$ cat src/rtl/ticks_uart_if.sv
// Report-path signals between the measurement logic and the UART reporter.
interface ticks_uart_if;
  logic        start;
  logic [16:0] ticks;
  logic        tx;
  logic        busy;
  logic        done;

  modport master (output start, ticks, input tx, busy, done);
  modport slave  (input start, ticks, output tx, busy, done);
endinterface

$ cat src/rtl/ticks_uart_reporter.sv
// Sends the tick count latched at the falling edge of start as three
// 8N1 UART bytes, MSB byte first, with no idle gap between bytes.
module ticks_uart_reporter #(
  parameter int CLK_F     = 25000000,
  parameter int BAUD_RATE = 9600
) (
  input  logic         clk,
  input  logic         rst,
  ticks_uart_if.slave  bus
);
  localparam int DIV = CLK_F / BAUD_RATE;
  localparam int CW  = $clog2(DIV + 1);
  localparam logic [CW-1:0] DIV_LAST = CW'(DIV - 1);

  localparam logic [1:0] IDLE      = 2'd0;
  localparam logic [1:0] START_BIT = 2'd1;
  localparam logic [1:0] DATA      = 2'd2;
  localparam logic [1:0] STOP_BIT  = 2'd3;

  logic [1:0]    state;
  logic          start_q;
  logic [16:0]   latch;
  logic [7:0]    shreg;
  logic [1:0]    byte_idx;
  logic [2:0]    bit_idx;
  logic [CW-1:0] cnt;
  logic          tx_q, busy_q, done_q;
  logic          fall;
  logic          bit_end;

  // The button level is registered once; a 1->0 step starts a report.
  assign fall    = start_q & ~bus.start;
  assign bit_end = (cnt == DIV_LAST);

  assign bus.tx   = tx_q;
  assign bus.busy = busy_q;
  assign bus.done = done_q;

  // Framing FSM: each state holds tx for DIV clocks, then moves on at bit_end.
  always_ff @(posedge clk) begin
    if (rst) begin
      state    <= IDLE;
      start_q  <= 1'b0;
      latch    <= '0;
      shreg    <= '0;
      byte_idx <= '0;
      bit_idx  <= '0;
      cnt      <= '0;
      tx_q     <= 1'b1;
      busy_q   <= 1'b0;
      done_q   <= 1'b0;
    end else begin
      start_q <= bus.start;
      done_q  <= 1'b0;
      case (state)
        IDLE: begin
          // ticks is taken on the detection edge: the last count before the
          // counter clears. Falling edges while busy never reach this state.
          if (fall) begin
            latch    <= bus.ticks;
            shreg    <= {7'b0, bus.ticks[16]};
            byte_idx <= '0;
            bit_idx  <= '0;
            cnt      <= '0;
            tx_q     <= 1'b0;
            busy_q   <= 1'b1;
            state    <= START_BIT;
          end
        end
        START_BIT: begin
          if (bit_end) begin
            cnt     <= '0;
            bit_idx <= '0;
            tx_q    <= shreg[0];
            state   <= DATA;
          end else begin
            cnt <= cnt + 1'b1;
          end
        end
        DATA: begin
          if (bit_end) begin
            cnt <= '0;
            if (bit_idx == 3'd7) begin
              tx_q  <= 1'b1;
              state <= STOP_BIT;
            end else begin
              bit_idx <= bit_idx + 1'b1;
              shreg   <= shreg >> 1;
              tx_q    <= shreg[1];
            end
          end else begin
            cnt <= cnt + 1'b1;
          end
        end
        STOP_BIT: begin
          if (bit_end) begin
            cnt <= '0;
            if (byte_idx < 2'd2) begin
              // Next byte's start bit follows the stop bit directly.
              shreg    <= (byte_idx == 2'd0) ? latch[15:8] : latch[7:0];
              byte_idx <= byte_idx + 1'b1;
              tx_q     <= 1'b0;
              state    <= START_BIT;
            end else begin
              tx_q   <= 1'b1;
              busy_q <= 1'b0;
              done_q <= 1'b1;
              state  <= IDLE;
            end
          end else begin
            cnt <= cnt + 1'b1;
          end
        end
        default: state <= IDLE;
      endcase
    end
  end
endmodule

$ cat src/flat_wrapper.sv
// flat-port wrapper written by rule: the top's interface ports become plain ports
module ticks_uart_reporter_flat 
#(
  parameter int CLK_F     = 25000000,
  parameter int BAUD_RATE = 9600
)
  (clk, rst, bus_start, bus_ticks, bus_tx, bus_busy, bus_done);
  ticks_uart_if bus_i ();
  input  logic clk;
  input  logic rst;
  input wire logic [$bits(bus_i.start)-1:0] bus_start;
  input wire logic [$bits(bus_i.ticks)-1:0] bus_ticks;
  output wire logic [$bits(bus_i.tx)-1:0] bus_tx;
  output wire logic [$bits(bus_i.busy)-1:0] bus_busy;
  output wire logic [$bits(bus_i.done)-1:0] bus_done;
  assign bus_i.start = bus_start;
  assign bus_i.ticks = bus_ticks;
  assign bus_tx = bus_i.tx;
  assign bus_busy = bus_i.busy;
  assign bus_done = bus_i.done;
  ticks_uart_reporter #(.CLK_F(CLK_F), .BAUD_RATE(BAUD_RATE)) u_core (.clk(clk), .rst(rst), .bus(bus_i));
endmodule
$ cat config.mk
export PLATFORM = sky130hd
export DESIGN_NAME = ticks_uart_reporter_flat
export DESIGN_NICKNAME = d
export VERILOG_FILES = /design/src/rtl/ticks_uart_if.sv /design/src/rtl/ticks_uart_reporter.sv /design/src/flat_wrapper.sv
export SDC_FILE = /design/constraint.sdc
export NUM_CORES = 1
export LEC_CHECK = 0
export CAP_MARGIN = 20
export CORE_MARGIN = 2
export CORE_UTILIZATION = 48
export CTS_CLUSTER_SIZE = 10
export DETAILED_ROUTE_END_ITERATION = 6
export PLACE_DENSITY = 0.71
export SETUP_SLACK_MARGIN = 0.4
export SKIP_LAST_GASP = 1
export SYNTH_ARGS = -nofsm -noshare
export SYNTH_HDL_FRONTEND = slang
export SYNTH_SLANG_ARGS = --single-unit
$ cat constraint.sdc
create_clock -name clk -period 3.37 [get_ports clk]
set_clock_uncertainty 0.2 [all_clocks]
set_input_delay 0.337 -clock clk [delete_from_list [all_inputs] [get_ports clk]]
set_output_delay 0.337 -clock clk [all_outputs]
set_load 0.01 [all_outputs]
==> results_dict.tcl <==
set metrics [dict create \
    slew_headroom_pct 54.89 \
    grt_first_pass_wirelength_mm 8.169 \
    power.leakage_nw 0.9785 \
    vias 2003 \
    dp_hpwl_mm 3.416 \
    setup_viol 0 \
    synth.top_cell.area_share_pct 40.37 \
    yosysWarningCount 0 \
    postCtsSetupBuffers 0 \
    num_io_pins 23 \
    ctsLongestPathBuffers 2 \
    rsz0062_at_grt "false" \
    syn_inst 284 \
    arrival_ns 2.45 \
    ys_seq_area_share_pct 40.37 \
    worstPathRequired_ns 3.37 \
    dieArea_um2 5429 \
    grt_overflow_total 0 \
    path_clk_slew_ns 0.09 \
    fillers 436 \
    ir_drop_v 0.0002680 \
    diodes 0 \
    ctsHoldBuffers 0 \
    drc 0 \
    syn_area_um2 2331 \
    hold_ws_ns 0.2559 \
    synth.avg_cell_area_um2 8.208 \
    regArea_um2 940.9 \
    fin_setup_tns_ns 0 \
    synth.distinct_cells 42 \
    worst_pin_slew_ns 0.6746 \
    area_growth_pct 14.87 \
    finalHoldViolCount 0 \
    syn_nets 313 \
    cts.htree.levels 2 \
    initial_utilization_pct 49.68 \
    ctsResizeCount 0 \
    dr.pass1.iters 4 \
    post_drt_wl_per_cell_um 13.71 \
    cp-start-kind "register" \
    rows 25 \
    antenna_found_initial 0 \
    synth.area.top_cells "dfxtp_1 (40%), nand2_1 (9.7%), a21oi_1 (6.7%), mux2i_1 (5.2%), ha_1 (4.8%)" \
    portBuffers 22 \
    crit_fanout 14 \
    multi_input_comb_area_um2 1289 \
    synth-edff-count 0 \
    tritoncts "yes" \
    power.density_cell_area_nw_per_um2 489.4 \
    root_buffer "clkbuf_8" \
    critPathKind "register to register" \
    nNetsFinal 331 \
    slew_violations 0 \
    synth_flop_cell "dfxtp_1" \
    drive_gt1_share_pct 5.941 \
    yosysTopAreaCell "dfxtp_1" \
    cts_buffers 5 \
    vias_per_cell 5.611 \
    clk_latency_ns 0.30 \
    yosysMostFrequentCell "nand2_1" \
    finalCriticalPeriod_ns 2.455 \
    ant_nets 0 \
    initialDrtViolationCount 199 \
    track_usage_pct 19.19 \
    gp_congestion 0.8719 \
    status "complete, no violations" \
    synth-seq-cells 47 \
    fp.coreArea_um2 4692 \
    fin_crit_sh_pct 72.86 \
    maxCapViolCount 0 \
    endpoint_kind "register" \
    ys_top_cells_by_count "nand2_1 (60), dfxtp_1 (47), a21oi_1 (31)" \
    hold_class "register to register" \
    wl_mm 4.893 \
    cts_sinks 47 \
    async_reset_ff_share_pct 0 \
    die_w_um 73.69 \
    grt_pass1_vias 1812 \
    dieHeight_um 73.69 \
    grt_max_degree 19 \
    fmax_mhz 407.3 \
]
-- final cells by class --
cell class / count / area share [%]
multi-input combinational: 213 / 48.13
tap: 54 / 2.523
timing repair buffer: 25 / 9.065
inverter: 10 / 1.402
sequential: 47 / 35.14
clock buffer: 8 / 3.738
-- state kept, by name, indices dropped and copies added (netlist names), 2 cells and up --
name             count
u_core.bit_idx       3
u_core.latch        16
u_core.shreg         8
u_core.cnt          12
u_core.state         2
u_core.byte_idx      2
-- report_power, final --
part | switching [W] | total (W) | internal [W]
Clock | 0.000190 | 0.000377 | 0.000188
Combinational | 0.000193 | 0.000325 | 0.000132
Sequential | 0.0000207 | 0.000608 | 0.000587
-- placed cells by master (no fill, tap or decap), types with 2 or more instances in the layout --
cell	n
nor3_1	3
a22oi_1	2
mux2_1	3
nor2_1	15
o21ai_1	3
nand3_1	6
inv_2	2
nand4_1	4
nand2_1	60
a211oi_1	3
buf_4	3
a21oi_1	31
nor2b_1	4
o31ai_1	2
a211o_1	3
a31oi_1	6
o21ai_0	17
mux2i_1	12
dfxtp_1	47
nand2b_1	2
clkbuf_8	7
or3_1	4
mux2_4	2
nand3b_1	3
clkdlybuf4s50_1	22
inv_1	8
xnor2_1	4
ha_1	9
o2111ai_1	2
-- per-layer routing --
| metal | track usage [%] | part of all wire [%] | up-vias |
|---|---|---|---|
| met2 | 30.16 | 46 | 41 |
| met5 | 0 | 0 | - |
| met3 | 3.018 | 3.3 | 9 |
| met4 | 7.879 | 1.5 | 0 |
| li1 | - | - | 1031 |
| met1 | 26.14 | 49 | 922 |
-- kinds of logic after synthesis --
kind of cell	synth area share, %
buf+inv	4.348
fa+ha+maj	4.831
xor+xnor	1.879
simple gates	22.44
flops	40.36
mux	7.891
compound gates	18.25
-- critical path, stage by stage (launching register included) --
cell and delay (ns):
dfxtp_1 0.39, ha_1 0.48, inv_1 0.22, a31oi_1 0.32
a211o_1 0.41, mux2_4 0.33
-- worst paths after layout --
| kind | startpoint | to | slack [ns] | cells after the start |
|---|---|---|---|---|
| min | u_core.latch[15] | u_core.latch[15] | 0.26 | 2 |
| max | u_core.state[1] | u_core.shreg[6] | 0.91 | 5 |
| max reg2reg | u_core.state[1] | u_core.shreg[6] | 0.91 | 5 |
| min reg2reg | u_core.latch[15] | u_core.latch[15] | 0.26 | 2 |
-- per-stage QoR --
| stage | total power (W) | worst slack [ns] | utilization [%] | instances | cell area (um2) |
|---|---|---|---|---|---|
| after floorplan | 0.0008609 | 1.358 | - | 284 | 2331 |
| after global placement | 0.0009402 | 0.9953 | 54.93 | 349 | 2577 |
| after detailed placement | 0.0009438 | 0.9439 | 54.93 | 349 | 2577 |
| after CTS | 0.001314 | 0.9121 | 57.07 | 357 | 2678 |
| after global routing | 0.001376 | 0.7004 | 57.07 | 357 | 2678 |
| final | 0.001310 | 0.9146 | 57.07 | 357 | 2678 |
No activity file was read; power rests on OpenSTA's default activity.
